===== src/rtl/mac_requant_if.sv =====
// Stream bundle between the MAC accumulator, the requantiser and the
// feature-map write buffer: sample-in side plus result-out side.
interface mac_requant_if #(
  parameter int ACC_W   = 32,
  parameter int OUT_W   = 16,
  parameter int SHIFT_W = 5
);
  logic signed [ACC_W-1:0]   acc_in;
  logic signed [ACC_W-1:0]   bias;
  logic        [SHIFT_W-1:0] shift;
  logic                      relu_en;
  logic                      in_valid;
  logic                      in_ready;
  logic signed [OUT_W-1:0]   out_data;
  logic                      out_valid;
  logic                      out_ready;

  modport master (
    output acc_in, bias, shift, relu_en, in_valid, out_ready,
    input  in_ready, out_data, out_valid
  );

  modport slave (
    input  acc_in, bias, shift, relu_en, in_valid, out_ready,
    output in_ready, out_data, out_valid
  );
endinterface


===== src/rtl/mac_requant.sv =====
// Requantisation output stage: bias add, rounding arithmetic right shift,
// optional ReLU and signed saturation, with a saturation event counter.
module mac_requant #(
  parameter int ACC_W   = 32,
  parameter int OUT_W   = 16,
  parameter int SHIFT_W = 5
) (
  input  logic          clk,
  input  logic          reset,
  mac_requant_if.slave  bus,
  input  logic          sat_clr,
  output logic [15:0]   sat_count
);
  localparam int SUM_W = ACC_W + 1;
  localparam int RND_W = ACC_W + 2;
  localparam logic signed [RND_W-1:0] RND_ONE = {{(RND_W-1){1'b0}}, 1'b1};
  localparam logic [SHIFT_W-1:0]      SH_ONE  = {{(SHIFT_W-1){1'b0}}, 1'b1};

  // Returns {sat, data}; a ReLU clamp to zero is not a saturation.
  function automatic logic [OUT_W:0] clamp_f(input logic signed [RND_W-1:0] v,
                                             input logic relu);
    logic signed [RND_W-1:0] max_v;
    logic signed [RND_W-1:0] min_v;
    max_v = {{(RND_W-OUT_W+1){1'b0}}, {(OUT_W-1){1'b1}}};
    min_v = {{(RND_W-OUT_W+1){1'b1}}, {(OUT_W-1){1'b0}}};
    if (relu && v[RND_W-1]) begin
      clamp_f = {1'b0, {OUT_W{1'b0}}};
    end else if (v > max_v) begin
      clamp_f = {1'b1, 1'b0, {(OUT_W-1){1'b1}}};
    end else if (v < min_v) begin
      clamp_f = {1'b1, 1'b1, {(OUT_W-1){1'b0}}};
    end else begin
      clamp_f = {1'b0, v[OUT_W-1:0]};
    end
  endfunction

  logic                      adv_s;
  logic signed [SUM_W-1:0]   sum_s;
  logic signed [RND_W-1:0]   ext_s;
  logic signed [RND_W-1:0]   rnd_s;
  logic        [OUT_W:0]     clamp_s;

  logic                      s1_valid_r;
  logic signed [SUM_W-1:0]   s1_sum_r;
  logic        [SHIFT_W-1:0] s1_shift_r;
  logic                      s1_relu_r;
  logic                      s2_valid_r;
  logic signed [RND_W-1:0]   s2_val_r;
  logic                      s2_relu_r;
  logic                      s3_valid_r;
  logic        [OUT_W-1:0]   s3_data_r;
  logic                      s3_sat_r;
  logic                      out_valid_r;
  logic        [OUT_W-1:0]   out_data_r;
  logic        [15:0]        sat_count_r;

  // Whole pipe moves in lock-step; bubbles are kept, nothing is reordered.
  assign adv_s         = ~out_valid_r | bus.out_ready;
  assign bus.in_ready  = adv_s;
  assign bus.out_valid = out_valid_r;
  assign bus.out_data  = out_data_r;
  assign sat_count     = sat_count_r;

  // Full-precision bias add, one guard bit so it can never overflow.
  always_comb begin
    sum_s = $signed({bus.acc_in[ACC_W-1], bus.acc_in}) + $signed({bus.bias[ACC_W-1], bus.bias});
  end

  // Round half toward +inf, then arithmetic shift, with one more guard bit.
  always_comb begin
    ext_s = $signed({s1_sum_r[SUM_W-1], s1_sum_r});
    if (s1_shift_r == {SHIFT_W{1'b0}}) begin
      rnd_s = ext_s;
    end else begin
      rnd_s = (ext_s + (RND_ONE <<< (s1_shift_r - SH_ONE))) >>> s1_shift_r;
    end
  end

  // Clamp of the rounded value.
  always_comb begin
    clamp_s = clamp_f(s2_val_r, s2_relu_r);
  end

  // Stage 1: captured sum plus the controls travelling with the sample.
  always_ff @(posedge clk or posedge reset) begin
    if (reset) begin
      s1_valid_r <= 1'b0;
      s1_sum_r   <= {SUM_W{1'b0}};
      s1_shift_r <= {SHIFT_W{1'b0}};
      s1_relu_r  <= 1'b0;
    end else if (adv_s) begin
      s1_valid_r <= bus.in_valid;
      s1_sum_r   <= sum_s;
      s1_shift_r <= bus.shift;
      s1_relu_r  <= bus.relu_en;
    end
  end

  // Stages 2 and 3: rounded value, then clamped value with its sat flag.
  always_ff @(posedge clk or posedge reset) begin
    if (reset) begin
      s2_valid_r <= 1'b0;
      s2_val_r   <= {RND_W{1'b0}};
      s2_relu_r  <= 1'b0;
      s3_valid_r <= 1'b0;
      s3_data_r  <= {OUT_W{1'b0}};
      s3_sat_r   <= 1'b0;
    end else if (adv_s) begin
      s2_valid_r <= s1_valid_r;
      s2_val_r   <= rnd_s;
      s2_relu_r  <= s1_relu_r;
      s3_valid_r <= s2_valid_r;
      s3_data_r  <= clamp_s[OUT_W-1:0];
      s3_sat_r   <= clamp_s[OUT_W];
    end
  end

  // Output register, held stable while the consumer back-pressures.
  always_ff @(posedge clk or posedge reset) begin
    if (reset) begin
      out_valid_r <= 1'b0;
      out_data_r  <= {OUT_W{1'b0}};
    end else if (adv_s) begin
      out_valid_r <= s3_valid_r;
      out_data_r  <= s3_data_r;
    end
  end

  // Saturation counter: clear wins over a same-cycle event, sticks at max.
  always_ff @(posedge clk or posedge reset) begin
    if (reset) begin
      sat_count_r <= 16'h0000;
    end else if (sat_clr) begin
      sat_count_r <= 16'h0000;
    end else if (adv_s && s3_valid_r && s3_sat_r && (sat_count_r != 16'hFFFF)) begin
      sat_count_r <= sat_count_r + 16'h0001;
    end
  end
endmodule


===== src/flat_wrapper.sv =====
// flat-port wrapper written by rule: the top's interface ports become plain ports
module mac_requant_flat 
#(
  parameter int ACC_W   = 32,
  parameter int OUT_W   = 16,
  parameter int SHIFT_W = 5
)
  (clk, reset, sat_clr, sat_count, bus_acc_in, bus_bias, bus_shift, bus_relu_en, bus_in_valid, bus_out_ready, bus_in_ready, bus_out_data, bus_out_valid);
  mac_requant_if #(.ACC_W(ACC_W), .OUT_W(OUT_W), .SHIFT_W(SHIFT_W)) bus_i ();
  input  logic clk;
  input  logic reset;
  input  logic sat_clr;
  output logic [15:0] sat_count;
  input wire logic [$bits(bus_i.acc_in)-1:0] bus_acc_in;
  input wire logic [$bits(bus_i.bias)-1:0] bus_bias;
  input wire logic [$bits(bus_i.shift)-1:0] bus_shift;
  input wire logic [$bits(bus_i.relu_en)-1:0] bus_relu_en;
  input wire logic [$bits(bus_i.in_valid)-1:0] bus_in_valid;
  input wire logic [$bits(bus_i.out_ready)-1:0] bus_out_ready;
  output wire logic [$bits(bus_i.in_ready)-1:0] bus_in_ready;
  output wire logic [$bits(bus_i.out_data)-1:0] bus_out_data;
  output wire logic [$bits(bus_i.out_valid)-1:0] bus_out_valid;
  assign bus_i.acc_in = bus_acc_in;
  assign bus_i.bias = bus_bias;
  assign bus_i.shift = bus_shift;
  assign bus_i.relu_en = bus_relu_en;
  assign bus_i.in_valid = bus_in_valid;
  assign bus_i.out_ready = bus_out_ready;
  assign bus_in_ready = bus_i.in_ready;
  assign bus_out_data = bus_i.out_data;
  assign bus_out_valid = bus_i.out_valid;
  mac_requant #(.ACC_W(ACC_W), .OUT_W(OUT_W), .SHIFT_W(SHIFT_W)) u_core (.clk(clk), .reset(reset), .bus(bus_i), .sat_clr(sat_clr), .sat_count(sat_count));
endmodule

===== config.mk =====
export PLATFORM = sky130hd
export DESIGN_NAME = mac_requant_flat
export DESIGN_NICKNAME = d
export VERILOG_FILES = /design/src/rtl/mac_requant_if.sv /design/src/rtl/mac_requant.sv /design/src/flat_wrapper.sv
export SDC_FILE = /design/constraint.sdc
export NUM_CORES = 1
export LEC_CHECK = 0
export ABC_AREA = 1
export CAP_MARGIN = 10
export CORE_MARGIN = 2
export CORE_UTILIZATION = 31
export DETAILED_ROUTE_END_ITERATION = 8
export HOLD_SLACK_MARGIN = 0.02
export MAX_ROUTING_LAYER = met4
export PLACE_DENSITY = 0.55
export SLEW_MARGIN = 20
export SYNTH_ARGS = -nofsm -noshare
export SYNTH_HDL_FRONTEND = slang
export SYNTH_SLANG_ARGS = --single-unit

===== constraint.sdc =====
create_clock -name clk -period 10.9 [get_ports clk]
set_input_delay 1.635 -clock clk [delete_from_list [all_inputs] [get_ports clk]]
set_output_delay 1.635 -clock clk [all_outputs]
set_load 0.02 [all_outputs]

==> results.txt <==
Status = finished clean
Clk_skew = 0.0142 ns
Fraction of layout cells with a size suffix above 1 = 5.26%
Worst vdd ir = 0.0919 mV
Nets = 2181
F_max = 187 MHz
Startpoint types = input pin
Placed insts = 2531
Clk sink count = 127
Placed Area = 13500 µm²
Post-route ant nets = 0
Min-Delay Path Class = reg -> reg
Worst setup EP type = output port
H-tree Lvls = 4
Synthesized flop and latch total = 127
Mapped Cells = 1963
Worst Path Arrival = 3.71 ns
Worst rel slew slack = 25.8%
Design area = 14100 µm²
Synth cell types = 42
Power Dens Cells = 234 nW/µm²
Cell Area, Synth = 11900 µm²
Skew-Pair Late Insertion Delay = 0.42 ns
Tot GR Track Use = 23.0%
Post_cts resized = 0
Max Cap Violations = 0
Core box area = 37700 µm²
DRC errors left = 0
CTS tree = yes
Post-CTS setup buffer count = 0
Unrepaired setup endpoints after global routing = no
Starting Density = 31.5%
Post-CTS Hold Buffers = 0
Buffers on Ports = 108
Die width = 200 µm
Worst Path Required = 9.27 ns
Hold slack = 0.447 ns
Worst Tran Pin Value = 1.11 ns
CTS root buf = clkbuf_16
Reg2Reg Capture Point = u_core.s2_val_r[16]
CTS Buffer Depth = 2
Reg2reg start = u_core.s1_shift_r[3]
Sequential-to-total area share from yosys stat = 26.8%
# setup viols final = 0
Fin cells = 2564
Crit. Startpoint = bus_out_ready
Total power = 3280 µW
Register-to-Register Path Depth = 27
Grt ovf = 0
Worst Setup EP = bus_in_ready
Reg clk slew, reported paths = 0.06 ns
Die area = 39900 µm²
Crit share post-route = 49.0%
CP max FO = 56
TritonRoute pass-1 iters = 6
First-pass GRT wire length = 68100 µm
Hold Fails Final Rpt = 0
Synth warn = 0
Via/cell ratio = 5.02
Static Leak = 0.00722 µW
Slew Viols, Final = 0
CP Class = in -> out
GPL Wtd Cong = 0.986
Final min period = 5.35 ns
Initial antenna violation count = 1
Area delta synth->final = 18.4%
Hpwl dp = 35600 µm
Die Y = 200 µm
Syn avg cell area = 6.05 µm²
Sum of negative setup slack = 0 ns
Vias in the first global route = 12100
Io pins = 109
Vias post-DR = 12900
Flop2flop setup slack = 5.78 ns
Largest net degree at the start of global routing = 70
Drt total wl = 44100 µm
Row count = 71
Initial DRC count = 1194
Clock buffer count from CTS = 17
Post-Syn Nets = 2105
Post-DR wirelength/cell = 17.2 µm
## final cells by class
type                    instances  area (µm²)
well taps                     511         639
diodes                          1        2.50
inverters                     269        1010
multi-input cells            1499        7420
clock inverters                13         150
fillers                      4191       23600
repair buffers                125        1210
flip-flops and latches        127        3180
clock buffers                  19         443
## power by group
| part | leakage, µW | switching [µW] | total (µW) | internal (µW) |
|---|---|---|---|---|
| Clock | 0.000286 | 227 | 575 | 347 |
| Sequential | 0.00155 | 195 | 862 | 666 |
| Combinational | 0.00538 | 1250 | 1850 | 601 |
| Total | 0.00722 | 1670 | 3280 | 1610 |
## worst max-delay path: stages
cell and delay, ns:
clkdlybuf4s50_1 0.50, nor2_4 0.04, buf_4 0.26, inv_2 0.08, buf_4 0.44, clkdlybuf4s50_1 0.71
## metal layers
metal / track usage (%) / wire length (µm) / up-vias
li1: - / - / 6492
met1: 30.3 / 20700 / 5907
met2: 36.1 / 19700 / 396
met3: 2.97 / 2120 / 71
met4: 8.34 / 1560 / 0
met5: - / 0 / -
## stage by stage
stage | util, % | setup slack [ns]
6_report | 37.3 | 5.55
5_1_grt | 37.3 | 5.29
4_1_cts | 37.3 | 5.50
3_5_place_dp | 35.7 | 5.50
3_3_place_gp | 35.7 | 5.48
2_1_floorplan | - | 5.88
## Yosys cell counts
| cell type | instances | area, µm² |
|---|---|---|
| a21oi_1 | 119 | 596 |
| o21a_1 | 2 | 15.0 |
| dfrtp_1 | 127 | 3180 |
| nand3_2 | 16 | 160 |
| nand4_1 | 20 | 125 |
| o22ai_1 | 1 | 6.26 |
| buf_2 | 17 | 85.1 |
| or2_1 | 1 | 6.26 |
| nor3_1 | 11 | 55.1 |
| ha_1 | 65 | 813 |
| or2_2 | 9 | 56.3 |
| a21o_1 | 3 | 22.5 |
| a211oi_1 | 1 | 7.51 |
| nor3_2 | 2 | 20.0 |
| clkbuf_1 | 35 | 131 |
| clkinv_1 | 2 | 7.51 |
| nand3b_1 | 3 | 22.5 |
| nor2_4 | 1 | 11.3 |
| xnor2_1 | 10 | 87.6 |
| nor4_1 | 8 | 50.1 |
| inv_2 | 9 | 33.8 |
| inv_1 | 258 | 968 |
| a22oi_1 | 5 | 37.5 |
| o211a_1 | 1 | 10.0 |
| a21boi_0 | 2 | 15.0 |
| buf_1 | 16 | 60.1 |
| nand2_1 | 630 | 2360 |
| nor2_1 | 162 | 608 |
| or4_1 | 1 | 7.51 |
| a31oi_1 | 16 | 100 |
| nor2_2 | 8 | 50.1 |
| o221ai_1 | 2 | 17.5 |
| o41ai_1 | 1 | 8.76 |
| and2_1 | 5 | 31.3 |
| o21ai_0 | 86 | 430 |
| o31ai_1 | 5 | 37.5 |
| nand2_2 | 11 | 68.8 |
| xor2_1 | 18 | 158 |
| fa_1 | 2 | 40.0 |
| o21bai_1 | 1 | 7.51 |
| o21ai_1 | 25 | 125 |
| nand3_1 | 246 | 1230 |
## cell families (layout without fill, tap and decap cells)
kind of cell	count (synthesis)	after routing	synth area share [%]
adder cells (fa/ha/maj)	67	67	7.19
AO/OA/AOI/OAI	270	270	12.1
flip-flops	127	127	26.8
XOR/XNOR	28	28	2.07
other	0	1	0
buffers and inverters	337	426	10.8
AND/OR/NAND/NOR	1134	1134	41.0
## how the worst min path moves through the flow
stage | to | slack (ns) | cells past startpoint | startpoint
after global placement | u_core.s3_data_r[15] | 0.44 | 1 | u_core.s2_relu_r
final | u_core.s3_data_r[15] | 0.45 | 1 | u_core.s2_relu_r
after CTS | u_core.s3_data_r[15] | 0.45 | 1 | u_core.s2_relu_r
after detailed placement | u_core.s3_data_r[15] | 0.45 | 1 | u_core.s2_relu_r
after floorplan | u_core.bus.out_valid | 0.43 | 2 | u_core.s3_valid_r
after global routing | u_core.s3_data_r[15] | 0.46 | 1 | u_core.s2_relu_r
## cells in the final DEF, fill, tap and decap left out, types with 3 or more instances in the layout
cell             Yosys  final
xnor2_1             10     10
a31oi_1             16     16
nand2_1            630    630
xor2_1              18     18
inv_2                9     10
nor2_2               8      8
nand4_1             20     20
ha_1                65     65
inv_1              258    256
buf_4                0     17
or2_2                9      9
inv_6                0      6
o31ai_1              5      5
and2_1               5      5
nand2_2             11     11
a21oi_1            119    119
clkdlybuf4s50_1      0    108
a21o_1               3      3
o21ai_1             25     25
nand3b_1             3      3
o21ai_0             86     86
nor4_1               8      8
clkbuf_16            0     17
nor3_1              11     11
dfrtp_1            127    127
nand3_1            246    246
nand3_2             16     16
a22oi_1              5      5
nor2_1             162    161
## state kept, by name, indices dropped and copies added, names as in the netlist
signal	count
u_core.s2_val_r	34
u_core.s3_sat_r	1
u_core.s3_valid_r	1
u_core.s1_valid_r	1
u_core.s2_valid_r	1
u_core.s1_shift_r	5
u_core.s3_data_r	16
u_core.s2_relu_r	1
u_core.s1_relu_r	1
u_core.bus.out_valid	1
u_core.sat_count	16
u_core.bus.out_data	16
u_core.s1_sum_r	33
Power figures use the tool's default switching activity.
